**src/rtl/cdb_broadcaster_if.sv**
```systemverilog
// cdb_broadcaster_if: source result ports and CDB broadcast bus.
interface cdb_broadcaster_if #(
    parameter int N_SRC = 4,
    parameter int TAG_W = 6
);
    localparam int SW = N_SRC > 1 ? $clog2(N_SRC) : 1;
    logic [N_SRC-1:0]       src_valid;
    logic [N_SRC*TAG_W-1:0] src_tag;
    logic [N_SRC*32-1:0]    src_data;
    logic [N_SRC-1:0]       src_ready;
    logic                   cdb_valid;
    logic [TAG_W-1:0]       cdb_tag;
    logic [31:0]            cdb_data;
    logic [SW-1:0]          cdb_src;
    modport master (
        output src_valid, src_tag, src_data,
        input  src_ready, cdb_valid, cdb_tag, cdb_data, cdb_src
    );
    modport slave (
        input  src_valid, src_tag, src_data,
        output src_ready, cdb_valid, cdb_tag, cdb_data, cdb_src
    );
endinterface

```
**src/rtl/cdb_broadcaster.sv**
```systemverilog
// cdb_broadcaster: per-source result FIFOs arbitrated round-robin onto a registered CDB.
module cdb_broadcaster #(
    parameter int N_SRC = 4,
    parameter int TAG_W = 6,
    parameter int DEPTH = 2
) (
    input logic clk,
    input logic rst,
    input logic flush,
    cdb_broadcaster_if.slave bus
);
    localparam int SW = N_SRC > 1 ? $clog2(N_SRC) : 1;
    localparam int PW = $clog2(DEPTH);
    localparam int CW = $clog2(DEPTH + 1);
    logic [TAG_W-1:0] tag_mem [N_SRC][DEPTH];
    logic [31:0]      data_mem [N_SRC][DEPTH];
    logic [CW-1:0]    count_q [N_SRC];
    logic [CW-1:0]    count_d [N_SRC];
    logic [PW-1:0]    rd_q [N_SRC];
    logic [PW-1:0]    rd_d [N_SRC];
    logic [PW-1:0]    wr_q [N_SRC];
    logic [PW-1:0]    wr_d [N_SRC];
    logic [SW-1:0]    rr_ptr_q, rr_ptr_d, gnt_idx;
    logic [SW-1:0]    cdb_src_q, cdb_src_d;
    logic [TAG_W-1:0] cdb_tag_q, cdb_tag_d;
    logic [31:0]      cdb_data_q, cdb_data_d;
    logic             cdb_valid_q, cdb_valid_d;
    logic [N_SRC-1:0] ready, push, pop, req;
    logic             gnt, fire;
    always_comb begin
        for (int i = 0; i < N_SRC; i++) begin
            ready[i] = count_q[i] < CW'(DEPTH);
            push[i]  = bus.src_valid[i] && ready[i];
            req[i]   = count_q[i] != '0;
        end
        gnt     = 1'b0;
        gnt_idx = '0;
        for (int k = 0; k < N_SRC; k++) begin
            if (!gnt && req[(int'(rr_ptr_q) + k) % N_SRC]) begin
                gnt     = 1'b1;
                gnt_idx = SW'((int'(rr_ptr_q) + k) % N_SRC);
            end
        end
        // a grant in the flush cycle is dropped so nothing survives the flush
        fire = gnt && !flush;
        for (int i = 0; i < N_SRC; i++) begin
            pop[i]     = fire && gnt_idx == SW'(i);
            count_d[i] = flush ? '0 : count_q[i] + CW'(push[i]) - CW'(pop[i]);
            wr_d[i]    = flush ? '0 : wr_q[i] + PW'(push[i]);
            rd_d[i]    = flush ? '0 : rd_q[i] + PW'(pop[i]);
        end
        rr_ptr_d    = fire ? (gnt_idx == SW'(N_SRC - 1) ? '0 : gnt_idx + SW'(1)) : rr_ptr_q;
        cdb_valid_d = fire;
        cdb_src_d   = fire ? gnt_idx : cdb_src_q;
        cdb_tag_d   = fire ? tag_mem[gnt_idx][rd_q[gnt_idx]] : cdb_tag_q;
        cdb_data_d  = fire ? data_mem[gnt_idx][rd_q[gnt_idx]] : cdb_data_q;
    end
    always_ff @(posedge clk) begin
        for (int i = 0; i < N_SRC; i++) begin
            if (push[i]) begin
                tag_mem[i][wr_q[i]]  <= bus.src_tag[i*TAG_W +: TAG_W];
                data_mem[i][wr_q[i]] <= bus.src_data[i*32 +: 32];
            end
        end
    end
    always_ff @(posedge clk or posedge rst) begin
        if (rst) begin
            for (int i = 0; i < N_SRC; i++) begin
                count_q[i] <= '0;
                rd_q[i]    <= '0;
                wr_q[i]    <= '0;
            end
            rr_ptr_q    <= '0;
            cdb_valid_q <= 1'b0;
            cdb_src_q   <= '0;
            cdb_tag_q   <= '0;
            cdb_data_q  <= '0;
        end else begin
            count_q     <= count_d;
            rd_q        <= rd_d;
            wr_q        <= wr_d;
            rr_ptr_q    <= rr_ptr_d;
            cdb_valid_q <= cdb_valid_d;
            cdb_src_q   <= cdb_src_d;
            cdb_tag_q   <= cdb_tag_d;
            cdb_data_q  <= cdb_data_d;
        end
    end
    assign bus.src_ready = ready;
    assign bus.cdb_valid = cdb_valid_q;
    assign bus.cdb_src   = cdb_src_q;
    assign bus.cdb_tag   = cdb_tag_q;
    assign bus.cdb_data  = cdb_data_q;
endmodule

```
**src/flat_wrapper.sv**
```systemverilog
// flat-port wrapper written by rule: the top's interface ports become plain ports
module cdb_broadcaster_flat 
#(
    parameter int N_SRC = 4,
    parameter int TAG_W = 6,
    parameter int DEPTH = 2
)
  (clk, rst, flush, bus_src_valid, bus_src_tag, bus_src_data, bus_src_ready, bus_cdb_valid, bus_cdb_tag, bus_cdb_data, bus_cdb_src);
  cdb_broadcaster_if #(.N_SRC(N_SRC), .TAG_W(TAG_W)) bus_i ();
  input logic clk;
  input logic rst;
  input logic flush;
  input wire logic [$bits(bus_i.src_valid)-1:0] bus_src_valid;
  input wire logic [$bits(bus_i.src_tag)-1:0] bus_src_tag;
  input wire logic [$bits(bus_i.src_data)-1:0] bus_src_data;
  output wire logic [$bits(bus_i.src_ready)-1:0] bus_src_ready;
  output wire logic [$bits(bus_i.cdb_valid)-1:0] bus_cdb_valid;
  output wire logic [$bits(bus_i.cdb_tag)-1:0] bus_cdb_tag;
  output wire logic [$bits(bus_i.cdb_data)-1:0] bus_cdb_data;
  output wire logic [$bits(bus_i.cdb_src)-1:0] bus_cdb_src;
  assign bus_i.src_valid = bus_src_valid;
  assign bus_i.src_tag = bus_src_tag;
  assign bus_i.src_data = bus_src_data;
  assign bus_src_ready = bus_i.src_ready;
  assign bus_cdb_valid = bus_i.cdb_valid;
  assign bus_cdb_tag = bus_i.cdb_tag;
  assign bus_cdb_data = bus_i.cdb_data;
  assign bus_cdb_src = bus_i.cdb_src;
  cdb_broadcaster #(.N_SRC(N_SRC), .TAG_W(TAG_W), .DEPTH(DEPTH)) u_core (.clk(clk), .rst(rst), .flush(flush), .bus(bus_i));
endmodule
```
**config.mk**
```make
export PLATFORM = sky130hd
export DESIGN_NAME = cdb_broadcaster_flat
export DESIGN_NICKNAME = d
export VERILOG_FILES = /design/src/rtl/cdb_broadcaster_if.sv /design/src/rtl/cdb_broadcaster.sv /design/src/flat_wrapper.sv
export SDC_FILE = /design/constraint.sdc
export NUM_CORES = 1
export LEC_CHECK = 0
export CORE_MARGIN = 10
export CORE_UTILIZATION = 55
export CTS_CLUSTER_DIAMETER = 120
export DETAILED_ROUTE_END_ITERATION = 12
export GPL_TIMING_DRIVEN = 0
export PLACE_DENSITY = 0.83
export SLEW_MARGIN = 30
export SYNTH_ARGS = -nofsm -noshare
export SYNTH_HDL_FRONTEND = slang
export SYNTH_SLANG_ARGS = --single-unit
```
**constraint.sdc**
```tcl
create_clock -name clk -period 3.85 [get_ports clk]
set_input_delay 0.385 -clock clk [delete_from_list [all_inputs] [get_ports clk]]
set_output_delay 0.385 -clock clk [all_outputs]
set_load 0.05 [all_outputs]
```
==> impl_metrics.tcl, run 1 <==
set metrics [dict create \
    status "finished, final reports clean" \
    drt_wl_total_mm 42.19 \
    seqCellArea_um2 10610 \
    cts_tree "yes" \
    cp-start-kind "flop" \
    ios 204 \
    hold_buffers 0 \
    hold_viol 0 \
    critical_path.top_delay_family "buffers and inverters" \
    cp_max_fo 10 \
    syn_inst 1111 \
    r2r_slack_ns 0.41 \
    postCtsSetupRepairBufs 0 \
    dr.pass1.iters 7 \
    dpl.hpwl_mm 27.49 \
    mostFrequentLayoutCell "nand2_1" \
    nNetsFinal 1534 \
    comb_power_share 0.451 \
    power_per_cell_area_nw_per_um2 896.8 \
    leakagePower_uw 0.006722 \
    fin_crit_sh 0.8936 \
    multi_input_area_um2 3492 \
    insertion_delay_ns 0.53 \
    dieArea_um2 33030 \
    syn_to_final_growth_pct 27.07 \
    critPathBufInv 3 \
    port_buffers 202 \
    cp.depth 13 \
    hp-class "in2async" \
    drive_gt1_frac 0.07559 \
    worstMarginPinSlew_ns 0.7523 \
    htree_levels 2 \
    cts_resized 0 \
    drt_iter0_markers 1450 \
    initial_core_util 0.5552 \
    track_usage 0.2488 \
    grt_pass1_wl_mm 63.37 \
    synth-edff-count 304 \
    cap_violations 0 \
    cell_internal_pwr_uw 9485 \
    route.vias.total 10410 \
    arrival_ns 3.82 \
    yosysUniqueCellTypes 36 \
    die_h_um 181.7 \
    grt_max_degree 42 \
    nFillCells 1677 \
    synth-async-reset-ratio 0.1625 \
    ys_warn_count 0 \
    netlist_area_um2 14390 \
    gp_congestion 0.8433 \
    cp_slowest_cell "clkbuf_1" \
    ant_nets 0 \
    finClkSkew_ns 0.02375 \
    mostFrequentLayoutCells "307 x nand2_1, 304 x edfxtp_1, 202 x clkdlybuf4s50_1" \
    path_clk_slew_ns 0.06 \
    ff2ff_path_depth 13 \
    grt_pass1_vias 10890 \
    globalRouteOverflowTotal 0 \
    whs_ns 0.1883 \
    irDropWorstVdd_mv 0.6516 \
    power_switching_uw 6910 \
    fmax_mhz 290.7 \
    num_rows 59 \
    slew_headroom 0.4984 \
    fin_area_um2 18280 \
    ys_seq_area_frac 0.7372 \
    avgRoutedWirePerCell_um 24.41 \
    synth-seq-cells 363 \
    core-area_um2 25910 \
    setup_viol 0 \
    finalMaxSlewViolations 0 \
    viasPerCell 6.026 \
    cp.required_ns 4.23 \
    cts_sinks 363 \
    syn-num-nets 1286 \
    rsz0062_at_grt "no" \
    cts_inserted_buffers 39 \
    p_seq_frac 0.332 \
    placed_area_um2 17050 \
    swShare 0.4215 \
    critPathCaptureType "flop" \
    fp.dieW_um 181.7 \
    syn_area_per_cell_um2 12.95 \
    fin_tns_setup_ns 0 \
    critPathMostFrequentCell "nor2_1" \
    pwr-share-clk 0.218 \
    worstSetupPathType "reg2reg" \
    drc 0 \
    cts_root_buf "clkbuf_16" \
    antenna_found_initial 6 \
    path_cells "or2_1, nor2_1, a31oi_4, nand3_2, clkbuf_1, buf_2, nor2_1, ha_1, inv_1, ha_1, xnor2_1, xnor2_1, nor2_1" \
    clock_path_buffers 3 \
    cpPeakStageDelay_ns 0.56 \
    period_minus_slack_ns 3.440 \
    synth_ff_type "edfxtp_1" \
]
## cell type report
type                            instances  share of cell area
Inverter                               19            0.004038
Antenna cell                            4           0.0005476
Buffer                                 71             0.01739
Multi-Input combinational cell        658              0.1910
Timing Repair Buffer                  207              0.1173
Sequential cell                       363              0.5802
Clock buffer                           60             0.06160
Tap cell                              335             0.02293
Clock inverter                         11            0.004997
## power by group through the flow
stage	Combinational, µW	Sequential [µW]	Clock [µW]
after floorplan	3840	6140	0
after global placement	6930	5490	0
after detailed placement	7240	5490	0
after CTS	7330	5420	3570
after global routing	7920	5490	3720
final	7390	5440	3570
## metal layers
| metal | vias to the layer above | global-route usage | wire length (µm) |
|---|---|---|---|
| met5 | - | 0 | 25 |
| met4 | 4 | 0.08721 | 1058 |
| met1 | 5090 | 0.3141 | 15800 |
| li1 | 4492 | - | - |
| met3 | 108 | 0.05586 | 4427 |
| met2 | 719 | 0.4145 | 20870 |
## registers in the layout (all words and copies together), names as in the netlist
signal and flops:
u_core.data_mem 256, u_core.tag_mem 48, u_core.bus.cdb_data 32, u_core.count_q 8, u_core.bus.cdb_tag 6, u_core.rd_q 4, u_core.wr_q 4, u_core.bus.cdb_src 2
u_core.rr_ptr_q 2, u_core.bus.cdb_valid 1
## synth_stat cells (all sizes together) (2+ instances only)
cell / n / area share
edfxtp: 304 / 0.63
a311o: 38 / 0.026
nand2: 307 / 0.080
a21oi: 39 / 0.014
a211oi: 2 / 0.0010
or2: 2 / 0.0010
o221ai: 3 / 0.0018
clkbuf: 37 / 0.0097
mux2i: 2 / 0.0014
dfrtp: 59 / 0.10
nand3: 77 / 0.027
inv: 19 / 0.0050
buf: 34 / 0.012
a31oi: 39 / 0.018
nor2b: 8 / 0.0035
o21ai: 2 / 0.00070
ha: 16 / 0.014
xnor2: 12 / 0.0073
nor2: 63 / 0.017
nor3: 2 / 0.0014
and3: 40 / 0.018
## final timing paths
kind                                       startpoint                      end
worst max-delay path                u_core.count_q[1]        u_core.count_q[1]
max in group asynchronous                         rst  u_core.bus.cdb_data[29]
min in group clk                                flush           u_core.wr_q[0]
worst min register to register  u_core.bus.cdb_src[0]    u_core.bus.cdb_src[0]
worst min-delay path                              rst   u_core.bus.cdb_data[6]
worst max register to register      u_core.count_q[1]        u_core.count_q[1]
## logic make-up (layout without fill, tap and decap cells)
| family | after synthesis | in the layout | synth area share |
|---|---|---|---|
| AO/OA/AOI/OAI | 127 | 127 | 0.06401 |
| XOR/XNOR | 12 | 12 | 0.007306 |
| adder cells (fa/ha/maj) | 16 | 16 | 0.01392 |
| buffers and inverters | 90 | 368 | 0.02705 |
| flip-flops | 363 | 363 | 0.7372 |
| multiplexers | 3 | 3 | 0.002435 |
| other | 0 | 4 | 0 |
| AND/OR/NAND/NOR | 500 | 500 | 0.1481 |
## through the flow
stage	cells	util	power (µW)	setup WS [ns]
floorplan	1111	-	9976	1.269
global placement	1648	0.6494	12420	0.5029
detailed placement	1653	0.6581	12720	0.5179
CTS	1724	0.7051	16320	0.5022
global route	1727	0.7054	17120	0.1977
finish	1728	0.7055	16390	0.4097
No activity file was read; power rests on OpenSTA's default activity.
==> inputs of run 2 (changes only) <==
- CORE_ASPECT_RATIO: default -> 1.4
==> impl_metrics.tcl, run 2 (same netlist as run 1, synthesis figures left out) <==
set metrics [dict create \
    cts_sinks 363 \
    slew_headroom 0.5140 \
    drc 0 \
    fp.dieW_um 156.7 \
    drive_gt1_frac 0.07742 \
    globalRouteOverflowTotal 0 \
    num_rows 70 \
    cts_resized 0 \
    nFillCells 1727 \
    worstSetupPathType "reg2reg" \
    die_h_um 211.4 \
    critPathCaptureType "flop" \
    fin_tns_setup_ns 0 \
    finClkSkew_ns 0.01759 \
    arrival_ns 3.70 \
    port_buffers 202 \
    antenna_found_initial 4 \
    nNetsFinal 1530 \
    clock_path_buffers 3 \
    fmax_mhz 300.8 \
    hold_viol 0 \
    avgRoutedWirePerCell_um 25.34 \
    route.vias.total 10490 \
    hold_buffers 0 \
    fin_crit_sh 0.8634 \
    dpl.hpwl_mm 28.93 \
    mostFrequentLayoutCells "307 x nand2_1, 304 x edfxtp_1, 202 x clkdlybuf4s50_1" \
    ant_nets 0 \
    status "finished, final reports clean" \
    core-area_um2 25920 \
    drt_iter0_markers 1354 \
    initial_core_util 0.5549 \
    syn_to_final_growth_pct 26.67 \
    insertion_delay_ns 0.52 \
    viasPerCell 6.139 \
    rsz0062_at_grt "no" \
    dr.pass1.iters 6 \
    mostFrequentLayoutCell "nand2_1" \
    use_met1 0.2918 \
    cp-start-kind "flop" \
    setup_viol 0 \
    multi_input_area_um2 3492 \
    cts_root_buf "clkbuf_16" \
    busiest_layer "met2" \
    grt_pass1_wl_mm 63.91 \
    r2r_slack_ns 0.53 \
    largest_register_ff_count 256 \
    grt_pass1_vias 11190 \
    finalMaxSlewViolations 0 \
    leakagePower_uw 0.006700 \
    dieArea_um2 33120 \
    ios 204 \
    postCtsSetupRepairBufs 0 \
    whs_ns 0.1858 \
    htree_levels 2 \
    seqCellArea_um2 10610 \
    layout.cells.non_filler 1708 \
    use_met3 0.05585 \
    use_met2 0.4412 \
    drt_wl_total_mm 43.27 \
    cap_violations 0 \
    power_per_cell_area_nw_per_um2 900.8 \
    worstMarginPinSlew_ns 0.7290 \
    gp_congestion 0.8718 \
    path_clk_slew_ns 0.07 \
    cp_max_fo 10 \
    period_minus_slack_ns 3.324 \
    cp.required_ns 4.23 \
    hp-class "in2async" \
    track_usage 0.2566 \
    irDropWorstVdd_mv 0.5067 \
    cts_inserted_buffers 35 \
    cts_tree "yes" \
    dpl.cell_count 1642 \
    grt_max_degree 40 \
]
==> run 2: cell count changes in the layout (fill, tap and decap cells not counted) <==
cell        previous run  this run
clkbuf_1              52        44
clkbuf_16             40        35
bufinv_16              1         4
clkinv_2               5         2
inv_6                  1         4
buf_12                 2         4
buf_16                 3         1
clkinvlp_4             0         2
diode_2                4         2
inv_8                  0         2
clkbuf_8               5         6
clkinv_1               3         2
clkinv_8               1         0
==> run 2: power by group <==
part	switching, µW	internal (µW)
registers	351	5100
logic	5110	2300
clock network	1480	2090
==> run 2: cell type report <==
cell class / instances / area share
Clock buffer: 48 / 0.05403
Sequential cell: 363 / 0.5819
Multi-Input combinational cell: 658 / 0.1916
Tap cell: 324 / 0.02225
Inverter: 19 / 0.004051
Buffer: 71 / 0.01744
Timing Repair Buffer: 207 / 0.1169
Clock inverter: 16 / 0.01153
Antenna cell: 2 / 0.0002746
==> run 2: routing by layer <==
layer / up-vias / part of all wire
li1: 4489 / -
met1: 5073 / 0.34
met2: 755 / 0.51
met3: 163 / 0.097
met4: 6 / 0.051
met5: - / 0.0012
==> run 2: critical path: stages, from the launching register on <==
cell	delay [ns]
dfrtp_1	0.39
or2_1	0.26
nor2_1	0.29
a31oi_4	0.14
nand3_2	0.26
clkbuf_1	0.47
buf_2	0.37
nor2_1	0.11
ha_1	0.30
inv_1	0.03
ha_1	0.18
xnor2_1	0.17
xnor2_1	0.15
nor2_1	0.06
==> run 2: path summary, 6_finish.rpt <==
path,start,end,cells past startpoint
max,u_core.count_q[0],u_core.count_q[1],13
min,rst,u_core.bus.cdb_data[1],2
max reg2reg,u_core.count_q[0],u_core.count_q[1],13
min reg2reg,u_core.bus.cdb_src[0],u_core.bus.cdb_src[0],2
max in group asynchronous,rst,u_core.bus.cdb_data[17],3
min in group clk,flush,u_core.wr_q[0],2
==> run 2: metrics by stage <==
stage	worst slack [ns]	instance area [µm²]	util	total power, µW
CTS	0.5504	18220	0.7028	16340
detailed placement	0.5460	17020	0.6567	12740
finish	0.5258	18220	0.7029	16420
global placement	0.4993	16810	0.6486	12430
global route	0.3190	18220	0.7028	17140
floorplan	1.269	14390	-	9976
==> inputs of run 3 (changes only) <==
- CORE_MARGIN: 10 -> 2
- REMOVE_ABC_BUFFERS: default -> 1
- clock period: 3.85 -> 4.25 ns (I/O delays scaled with it)
==> impl_metrics.tcl, run 3 (same netlist as run 1, synthesis figures left out) <==
set metrics [dict create \
    num_rows 70 \
    htree_levels 2 \
    use_met3 0.03801 \
    hold_buffers 0 \
    cp.required_ns 4.63 \
    cts_inserted_buffers 34 \
    busiest_layer "met2" \
    period_minus_slack_ns 3.084 \
    swShare 0.3961 \
    viasPerCell 5.918 \
    critPathMostFrequentCell "nor2_1" \
    path_cells "nor2_2, nor2_1, a31oi_4, and3_4, nor2_1, ha_1, inv_1, ha_1, xnor2_1, xnor2_1, nor2_1" \
    fin_tns_setup_ns 0 \
    cp_slowest_cell "and3_4" \
    mostFrequentLayoutCell "nand2_1" \
    rsz0062_at_grt "no" \
    track_usage 0.2712 \
    irDropWorstVdd_mv 0.7755 \
    avgRoutedWirePerCell_um 22.69 \
    critPathCaptureType "flop" \
    fin_crit_sh 0.7257 \
    critical_path.top_delay_family "simple AND/OR/NAND/NOR gates" \
    hp-class "in2async" \
    route.vias.total 9783 \
    cts_tree "yes" \
    hold_viol 0 \
    dpl.hpwl_mm 22.68 \
    die_h_um 195.4 \
    leakagePower_uw 0.006664 \
    power_per_cell_area_nw_per_um2 786.9 \
    timing.rr.start "u_core.count_q[6]" \
    pwr-share-clk 0.211 \
    dieArea_um2 27480 \
    comb_power_share 0.447 \
    r2r_slack_ns 1.17 \
    fp.dieW_um 140.7 \
    insertion_delay_ns 0.52 \
    power_switching_uw 5677 \
    arrival_ns 3.46 \
    drt_wl_total_mm 37.50 \
    globalRouteOverflowTotal 0 \
    largest_register_ff_count 256 \
    postCtsSetupRepairBufs 0 \
    finalMaxSlewViolations 0 \
    nNetsFinal 1474 \
    mostFrequentLayoutCells "307 x nand2_1, 304 x edfxtp_1, 203 x clkdlybuf4s50_1" \
    reg2reg_to "u_core.count_q[5]" \
    use_met1 0.3324 \
    grt_pass1_vias 10080 \
    fmax_mhz 324.2 \
    ios 204 \
    ant_nets 0 \
    cell_internal_pwr_uw 8655 \
    worstSetupPathType "reg2reg" \
    cts_sinks 363 \
    p_seq_frac 0.342 \
    grt_pass1_wl_mm 55.95 \
    cts_resized 0 \
    grt_max_degree 77 \
    drt_iter0_markers 806 \
    critPathBufInv 1 \
    initial_core_util 0.5549 \
    final_core_util 0.7026 \
    slew_headroom 0.4451 \
    antenna_found_initial 6 \
    core-area_um2 25920 \
    status "finished, final reports clean" \
    nFillCells 1696 \
    drc 0 \
    clock_path_buffers 3 \
    path_clk_slew_ns 0.07 \
    cp-start-kind "flop" \
    ff2ff_path_depth 11 \
    use_met2 0.4699 \
    syn_to_final_growth_pct 26.60 \
    gp_congestion 0.8054 \
    cts_root_buf "clkbuf_16" \
    dr.pass1.iters 5 \
    cp_max_fo 49 \
    setup_viol 0 \
    worstMarginPinSlew_ns 0.8323 \
    cap_violations 0 \
    drive_gt1_frac 0.06803 \
    cpPeakStageDelay_ns 0.69 \
    finClkSkew_ns 0.01059 \
    port_buffers 203 \
]
[run 3: power by group through the flow]
| stage | Sequential [µW] | Clock (µW) | Combinational [µW] |
|---|---|---|---|
| finish | 4900 | 3030 | 6400 |
| global route | 4950 | 3180 | 6900 |
| CTS | 4890 | 3060 | 6380 |
| detailed placement | 4960 | 0 | 6320 |
| global placement | 4960 | 0 | 5410 |
| floorplan | 5570 | 0 | 3380 |
[run 3: final cells by class]
| type | count | area, µm² | share of cell area |
|---|---|---|---|
| sequential | 363 | 10610 | 0.5823 |
| multi-input combinational | 658 | 3540 | 0.1943 |
| timing repair buffer | 223 | 2470 | 0.1356 |
| clock buffer | 49 | 968.4 | 0.05317 |
| tap | 324 | 405.4 | 0.02226 |
| clock inverter | 11 | 133.9 | 0.007350 |
| inverter | 19 | 76.32 | 0.004190 |
| antenna | 6 | 15.01 | 0.0008243 |
[run 3: through the flow]
step	worst slack (ns)	total power [µW]	area [µm²]	cells	hold slack, ns
finish	1.166	14330	18210	1653	0.2438
global route	1.018	15030	18210	1653	0.2716
CTS	0.9506	14330	18190	1647	0.2498
detailed placement	0.8763	11280	17090	1587	0.4718
global placement	-3.521	10370	16510	1567	0.4608
floorplan	-1.176	8949	14070	1040	0.4906
[run 3: how the worst max path moves through the flow]
stage	start	end	slack [ns]	cells past startpoint
6_report	u_core.count_q[6]	u_core.count_q[5]	1.17	11
5_1_grt	u_core.count_q[7]	u_core.count_q[5]	1.02	11
4_1_cts	u_core.count_q[5]	u_core.bus.cdb_data[25]	0.95	7
3_5_place_dp	flush	u_core.count_q[3]	0.88	9
3_3_place_gp	u_core.count_q[3]	u_core.bus.cdb_data[8]	-3.52	7
2_1_floorplan	u_core.count_q[2]	u_core.bus.cdb_data[0]	-1.18	7
[run 3: layer usage]
layer | up-vias | wire [µm]
met2 | 504 | 19390
met4 | 0 | 1758
met3 | 127 | 2500
met5 | - | 0
li1 | 4367 | -
met1 | 4785 | 13860
